===== config.mk =====
export PLATFORM = sky130hd
export DESIGN_NAME = ctrl_weight_loader
export DESIGN_NICKNAME = d
export VERILOG_FILES = /design/src/rtl/ctrl_weight_loader.sv
export SDC_FILE = /design/constraint.sdc
export NUM_CORES = 1
export LEC_CHECK = 0
export CAP_MARGIN = 20
export CORE_MARGIN = 5
export CORE_UTILIZATION = 56
export CTS_CLUSTER_DIAMETER = 120
export DETAILED_ROUTE_END_ITERATION = 16
export PLACE_DENSITY = 0.91
export SYNTH_ARGS = -nofsm -noshare
export SYNTH_HDL_FRONTEND = slang
export SYNTH_SLANG_ARGS = --single-unit

===== constraint.sdc =====
create_clock -name clk -period 54.8 [get_ports clk]
set_input_delay 10.96 -clock clk [delete_from_list [all_inputs] [get_ports clk]]
set_output_delay 10.96 -clock clk [all_outputs]
set_load 0.005 [all_outputs]

===== src/rtl/ctrl_weight_loader.sv =====
// ctrl_weight_loader
// Accepts one packed weight matrix over a valid/ready handshake, holds it in a
// single buffer, then streams it one PE row per cycle (highest row first) into
// the systolic array's weight-preload chain. A new matrix may be accepted on
// the cycle the last row leaves, so consecutive matrices stream without gaps.
module ctrl_weight_loader #(
  parameter  int WEIGHT_BW   = 8,
  parameter  int NUM_PE_ROWS = 8,
  parameter  int MATRIX_SIZE = 8,
  localparam int ROW_W       = WEIGHT_BW * MATRIX_SIZE,
  localparam int MAT_W       = ROW_W * NUM_PE_ROWS,
  localparam int IDX_W       = (NUM_PE_ROWS > 1) ? $clog2(NUM_PE_ROWS) : 1
) (
  input  logic             clk,
  input  logic             reset,
  input  logic [MAT_W-1:0] in_matrix,
  input  logic             in_valid,
  output logic             in_ready,
  output logic [ROW_W-1:0] row_data,
  output logic [IDX_W-1:0] row_idx,
  output logic             row_valid,
  input  logic             row_ready,
  output logic             done,
  output logic             busy
);

  localparam logic [0:0] S_IDLE  = 1'b0;
  localparam logic [0:0] S_DRAIN = 1'b1;

  localparam logic [IDX_W-1:0] LAST_IDX = IDX_W'(NUM_PE_ROWS - 1);

  logic [0:0]       state;
  logic [MAT_W-1:0] buffer;
  logic             row_xfer;
  logic             last_xfer;
  logic             accept;
  logic [IDX_W-1:0] nxt_idx;

  // Outputs that follow directly from the registered state.
  assign row_valid = (state == S_DRAIN);
  assign busy      = (state == S_DRAIN);

  // Ready in idle, or while the last row is leaving so the next matrix can
  // follow it with no bubble.
  assign in_ready = (state == S_IDLE) ||
                    ((state == S_DRAIN) && (row_idx == '0) && row_ready);

  // Handshake qualifiers and the index of the row presented after a transfer.
  always_comb begin
    row_xfer  = row_valid && row_ready;
    last_xfer = row_xfer && (row_idx == '0);
    accept    = in_valid && in_ready;
    nxt_idx   = row_idx - 1'b1;
  end

  // Matrix capture, row sequencing and completion pulse.
  always_ff @(posedge clk or posedge reset) begin
    if (reset) begin
      state    <= S_IDLE;
      buffer   <= '0;
      row_data <= '0;
      row_idx  <= '0;
      done     <= 1'b0;
    end else begin
      done <= last_xfer;
      case (state)
        S_IDLE: begin
          if (accept) begin
            buffer   <= in_matrix;
            row_data <= in_matrix[MAT_W-1 -: ROW_W];
            row_idx  <= LAST_IDX;
            state    <= S_DRAIN;
          end
        end
        S_DRAIN: begin
          if (last_xfer) begin
            if (accept) begin
              // Next matrix takes over the buffer on the same edge.
              buffer   <= in_matrix;
              row_data <= in_matrix[MAT_W-1 -: ROW_W];
              row_idx  <= LAST_IDX;
            end else begin
              row_data <= '0;
              state    <= S_IDLE;
            end
          end else if (row_xfer) begin
            row_idx  <= nxt_idx;
            row_data <= buffer[int'(nxt_idx) * ROW_W +: ROW_W];
          end
        end
        default: state <= S_IDLE;
      endcase
    end
  end

endmodule


Yosys cells after proc, flatten, opt, wreduce, memory -nomap -nowiden --
Index checks and enable logic that the tools add are counted.
Cells by class: add/subtract/negate cells 1, equality and inequality tests 3, shifts and indexed selects 1, muxes and demuxes 15, bitwise logic cells 1, reductions and logical operators 8
Operators with widths (count):
- 512-bit 2-to-1 mux | 2
- 512-bit case mux with 2 select lines | 1
- 512-bit by 10-bit variable part select with 64-bit output | 1
- 64-bit 2-to-1 mux | 4
- 64-bit case mux with 2 select lines | 1
- 3-bit 2-to-1 mux | 3
- 3-bit case mux with 2 select lines | 1
- 1-bit logical AND | 5
- 3-bit logical NOT | 1
- 3-bit by 1-bit inequality test with 1-bit output (second input constant) | 1
- 3-bit by 1-bit subtractor with 3-bit output (second input constant) | 1
- 1-bit 2-to-1 mux | 2
- 2-bit by 1-bit inequality test with 1-bit output (second input constant) | 1
- 2-bit inequality test (second input constant) | 1
- 1-bit case mux with 2 select lines | 1
- 2-bit AND reduction | 1
- 1-bit logical OR | 1
- 1-bit NOT | 1
Word-level totals: bits in registers 581, input port bits 516, output and inout port bits 71

Depth between registers and ports, before layout --
depth in word-level cells 8, depth in mapped cells 13, gate-level depth less buffers 6

Worst setup path before layout --
OpenSTA, ideal clock, no wires.
path kind input port to output port, start input port row_ready, end output port in_ready, arrival time 11138 ps, slack 32702 ps, stages 2, buffers on the path 0, cell sequence inv_2 -> o21ai_4
On the way: word-level cells in the longest chain between the ends 2
RTL lines:
- from (decl) | line 22 | input logic row_ready,
- 1-bit logical AND | line 46 | ((state == S_DRAIN) && (row_idx == '0) && row_ready);
- 1-bit logical OR | line 45 | assign in_ready = (state == S_IDLE) ||
- to (decl) | line 18 | output logic in_ready,
Every way passes these cells.

Worst setup path in the final report --
Same ends and word-level chain as after synthesis.

==> run_results.csv <==
group,metric,value,unit
sta,maxSlewViolCount,0,
clock_tree,cts_hold_buffers,0,
yosys,synth_top_family_by_area,"multiplexers",
worst_setup_path,ff2ff_path_depth,9,
floorplan,die_h,233.6,um
routing,firstDrtPassIters,6,
routing,met1_length,29.48,mm
worst_setup_path,cp-end-kind,"primary output",
grt,grt_util_all_layers,0.2921,
routing,drc_errors,0,
worst_hold_path,hold_class,"flip-flop to flip-flop",
sta,finalCriticalPeriod,23410,ps
yosys,ys_ff_latch,581,
routing,wl,81.82,mm
sta,tns,0,ps
yosys,synthXorXnorAreaFrac,0,
floorplan,initial_core_util,0.5624,
layout,layout-drive-gt1-share,0.3481,
outcome,outcome,"completed",
worst_setup_path,crit_start,"row_ready",
layout,mostFrequentLayoutCell,"clkdlybuf4s50_1",
floorplan,ios,587,
worst_setup_path,path_class,"primary input to primary output",
yosys,synth_compound_area_frac,0.04480,
yosys,netlist_instances,1638,
floorplan,die_w,233.6,um
clock_tree,cts_root_buffer,"clkbuf_16",
floorplan,fp.coreArea,0.04976,mm^2
clock_tree,clk_pin_slew,60,ps
layout,nNetsFinal,2704,
power,max-vdd-ir-drop,0.04284,mV
clock_tree,insertion_delay,610,ps
flow_run,cap_viol_max_count,0,
yosys,yosys_warnings,0,
grt,grt_pass1_vias,19833,
power,cellLeakagePower,15.36,nW
routing,wl_met2,41.34,mm
clock_tree,post-cts-setup-buffers,0,
worst_setup_path,crit_fanout,8,
clock_tree,cts_buffer_depth,3,
yosys,syn-num-nets,2156,
power,p_per_area,59.09,mW/mm^2
layout,syn_to_final_growth,28.02,%
grt,grt_max_degree,149,
routing,vias,17546,
yosys,synthSimpleGateAreaFrac,0.01086,
worst_setup_path,crit_path_end,"in_ready",
clock_tree,numCtsBuffers,58,
clock_tree,cts_sinks,581,
grt,grt_first_pass_wirelength,121.8,mm
floorplan,row_count,82,
routing,dr.max_layer_used,"met5",
sta,min_period_over_period,0.4272,
routing,wl_met3,7.444,mm
worst_setup_path,rrSetupSlack,49280,ps
routing,wl_per_cell,27.97,um
place,routabilityCongestion,0.8670,
grt,antenna_found_initial,22,
sta,fmax,42.72,MHz
yosys,synth_cell_types,30,
yosys,synthMuxAreaShare,0.3734,
worst_setup_path,timing.rr.end,"buffer[260]",
sta,finalClockSkew,13.51,ps
power,p_total,0.002117,W
clock_tree,ctsResizeCount,0,
grt,overflow,0,
worst_setup_path,start_kind,"primary input",
clock_tree,htreeDepth,2,
layout,fin_area,0.03583,mm^2
yosys,synth_area,0.02799,mm^2
worst_setup_path,cp.arrival,12450,ps
floorplan,die-area,0.05455,mm^2
worst_setup_path,cp.required,43840,ps
yosys,synthAdderAreaFrac,0.0008942,
place,placement.io_buffers,586,
routing,initialDrtViolationCount,1309,
yosys,synth_area_per_cell,17.09,um^2
sta,rsz0062_at_grt,"no",
sta,slew_headroom,0.1733,
place,post-dp-hpwl,52.76,mm
routing,ant_nets,0,
place,place_area,0.03356,mm^2
sta,hold_viol,0,
worst_setup_path,reg2reg_from,"row_idx[0]",
routing,viasPerCell,5.999,
clock_tree,cts_tree,"yes",
yosys,ys_seq_area_frac,0.5195,
sta,setup_viol,0,
sta,worst_pin_slew,1240,ps
layout,final_cell_mix,"clkdlybuf4s50_1 (586), dfrtp_1 (580), mux2_4 (480)",
per-layer routing:
layer | up-vias | GRT usage
li1 | 7199 | -
met1 | 9244 | 0.3519
met2 | 875 | 0.4916
met3 | 218 | 0.08168
met4 | 10 | 0.1331
met5 | - | 0
kinds of logic after synthesis:
| kind of cell | count (synthesis) |
|---|---|
| compound gates | 210 |
| fa+ha+maj | 2 |
| buf+inv | 128 |
| flops | 581 |
| mux | 640 |
| simple gates | 77 |
through the flow:
stage	instances	setup slack [ps]	utilization	hold slack [ps]
floorplan	1638	27580	-	475.3
global placement	2795	31390	0.6741	485.5
detailed placement	2796	31390	0.6745	488.8
CTS	2905	31380	0.7180	508.3
global route	2921	31290	0.7198	516.6
finish	2925	31390	0.7200	505.1
state kept, by name (all words and copies together) (netlist names):
signal and flops:
busy 1, done 1, row_data 64, buffer 512
row_idx 3
report_power, final:
| group | total (W) | internal [W] | leakage (nW) | switching, W |
|---|---|---|---|---|
| clock network | 0.000450 | 0.000272 | 1.08 | 0.000178 |
| registers | 0.000792 | 0.000642 | 7.04 | 0.000150 |
| logic | 0.000875 | 0.000552 | 7.24 | 0.000323 |
Yosys cell counts:
cell type    n  area share
inv_1        6     0.00080
nand3_1      3     0.00054
o22a_1       1     0.00031
buf_1        2     0.00027
dfrtp_1    581        0.52
o21ai_0      3     0.00054
mux2_4     480        0.26
o21ai_4      1     0.00058
a21oi_1    132       0.024
a211oi_1     3     0.00080
nand2_1      5     0.00067
nand2b_1     2     0.00045
a22oi_1     64       0.017
buf_4        5      0.0013
buf_12      54       0.039
inv_2        1     0.00013
buf_6        2     0.00080
o21ai_2      2     0.00063
nor2_1      65      0.0087
clkbuf_1    41      0.0055
a21o_1       1     0.00027
nor3_1       1     0.00018
o21ai_1      1     0.00018
o22ai_2      1     0.00045
mux2_2      32       0.013
buf_2       17      0.0030
and2_4       1     0.00031
ha_1         2     0.00089
mux4_2     128        0.10
o21a_1       1     0.00027
layout make-up:
cell class	count	area (um^2)
Antenna cell	18	45.04
Clock buffer	79	1724
Clock inverter	30	439.2
Fill cell	2939	13930
Inverter	7	33.78
Multi-Input combinational cell	929	12090
Sequential cell	581	14540
Tap cell	672	840.8
Timing Repair Buffer	609	6116
how the worst min path moves through the flow:
stage                     slack (ps)  depth (start not counted)         from          end
after floorplan                  480                          1  buffer[261]  buffer[261]
after global placement           490                          1  buffer[246]  buffer[246]
after detailed placement         490                          1  buffer[338]  buffer[338]
after CTS                        510                          1   buffer[92]   buffer[92]
after global routing             520                          1  buffer[352]  buffer[352]
final                            510                          1   buffer[67]   buffer[67]
critical path, cell delays in order:
cell	delay [ps]
clkdlybuf4s50_1	640
inv_2	90
o21ai_4	180
clkdlybuf4s50_1	570
No activity file was read; power rests on OpenSTA's default activity.
==> edit, RTL diff (same flow settings) <==
Change the parameter `WEIGHT_BW` from 8 to 12.
--- a/src/rtl/ctrl_weight_loader.sv
+++ b/src/rtl/ctrl_weight_loader.sv
@@ -5,5 +5,5 @@
 // the cycle the last row leaves, so consecutive matrices stream without gaps.
 module ctrl_weight_loader #(
-  parameter  int WEIGHT_BW   = 8,
+  parameter  int WEIGHT_BW   = 12,
   parameter  int NUM_PE_ROWS = 8,
   parameter  int MATRIX_SIZE = 8,
Ports: changed (resized in_matrix and row_data); port bits go from 587 to 875. The function was not compared with the original's and may differ.
==> edit against the original RTL <==
- cell count grew 58%
- clock power grew 43%
- maximum frequency shrank 0.21%
- total power grew 49%
- wire length grew 74%
- sequential cell count grew 288
- critical path depth grew 1
- die area grew 51%
- synthesized area grew 53%
- via count grew 65%
- setup slack lost 0.050 ns
- cell area grew 53%
- first-iteration DRC count grew 120%
- critical endpoint unchanged
- largest power group unchanged
- highest routed layer unchanged
==> edit: results (changes against the original RTL) <==
** Cells and area
- The layout cell share with drive strength beyond 1 came to 33.9% (-0.87 points).
- Final layout net count :: 4177 (+54%)
- Fillers :: 4326 (+47%)

** Place
- RD Place Congestion :: 0.890 (+2.6%)
- HPWL reported at the end of detailed placement :: 91.9 mm (+74%)

** Synth
- Post-synth net total :: 3384 (+57%)
- Commonest cells in the netlist :: dfrtp_1, mux2_4, mux2_2, mux4_2, a211oi_1
- Xor-xnor portion of the synthesized cell area :: 0.0204% (+0.020 points)
- The share of the synthesized area in compound gates (AO/OA/AOI/OAI) is 5.58% (+1.1 points).
- Portion of the post-synthesis area used by sequential elements :: 50.6% (-1.3 points)
- Adder-cell share of the synthesized area :: 0.0583% (-0.031 points)
- Top post-synthesis cells by area :: dfrtp_1, mux2_4, mux4_2

** Routing
- Wire length on met2 :: 68.9 mm (+67%)
- The violation count after the first detailed-routing iteration was 2885 (+120%).
- The total number of vias came to 28900 (+65%).
- Post-Route M1 WL :: 49.0 mm (+66%)
- The number of detailed-routing iterations run before antenna repair came to 5 (-1).
- The wire length on met3 is 13.1 mm (+76%).

** GRT
- Met2 GRT Util :: 52.9% (+3.7 points)
- Vias in the first global route :: 31500 (+59%)
- Global-route usage over all layers :: 32.9% (+3.7 points)
- The met1 capacity usage during global routing is 38.7% (+3.5 points).
- The first-pass GRT wire length is 205 mm (+69%).

** Clocking
- Count of H-tree levels built during CTS :: 3 (+1)
- The number of buffers created by CTS was 90 (+55%).
- The insertion delay to the later sink of the worst-skew pair is 0.65 ns (+0.04 ns).

** Timing
- Final cycle utilization of the critical path :: 42.8% (+0.091 points)
- Worst clock skew :: 0.0407 ns (+0.0271 ns)
- Rel. slew slack :: 26.7% (+9.4 points)

** Power and ir drop
- Worst ir drop on vdd :: 0.0377 mV (-12%)
- The cell leakage power came to 22.8 nW (+49%).

** Status
- Outcome :: complete, no violations

** Min path
- The worst hold path begins at buffer[333].
- Worst Hold Path EP :: buffer[333]

** Worst setup path
- Register-to-Register Setup Slack :: 49.24 ns (-0.04 ns)
- The worst-path maximum fanout came to 34 (+26).
- The worst register-to-register path ends at buffer[259].
-- edit: cell types whose count changed after synthesis, sizes merged, moves of 2 or more --
cell    unedited run  this run
o21ai              7         5
buf               80       146
nor2b              0        98
a21oi            132         8
a211oi             3       120
clkbuf            41        64
mux4             128       192
and2               1        24
mux2             512       792
a22oi             64        72
nor2              65        99
a221oi             0        96
dfrtp            581       869
-- edit: critical path: stages --
cell and delay [ns]:
buf_2 0.09, buf_4 0.46, inv_2 0.15, o21ai_4 0.20
clkdlybuf4s50_1 0.62
-- edit: cell type report --
class	count	area, um2	area share, %
Timing Repair Buffer	911	9110	16.6
Inverter	6	30.0	0.0548
Antenna cell	104	260	0.475
Clock buffer	141	2780	5.07
Multi-Input combinational cell	1525	19200	35.1
Sequential cell	869	21800	39.7
Clock inverter	22	328	0.599
Tap cell	1030	1290	2.35
-- edit: cells by family (layout without fill, tap and decap cells) --
kind of cell | Yosys count | count (layout)
other | 0 | 104
AO/OA/AOI/OAI | 304 | 304
multiplexers | 985 | 985
AND/OR/NAND/NOR | 233 | 233
adder cells (fa/ha/maj) | 2 | 2
XOR/XNOR | 1 | 1
buffers and inverters | 216 | 1080
flip-flops | 869 | 869
-- edit: stage by stage --
step	util, %	instance area [um2]	hold slack, ns	power, mW	instances
2_1_floorplan	-	43000	0.475	2.05	2610
3_3_place_gp	67.6	51400	0.484	2.38	4340
3_5_place_dp	67.6	51400	0.488	2.44	4340
4_1_cts	71.7	54500	0.506	3.12	4503
5_1_grt	72.0	54700	0.511	3.26	4591
6_report	72.1	54800	0.504	3.14	4608
-- edit: report_power, final --
| group | internal [mW] | switching [mW] | total, mW |
|---|---|---|---|
| sequential | 0.962 | 0.232 | 1.19 |
| clock | 0.373 | 0.271 | 0.644 |
| combinational | 0.803 | 0.502 | 1.31 |
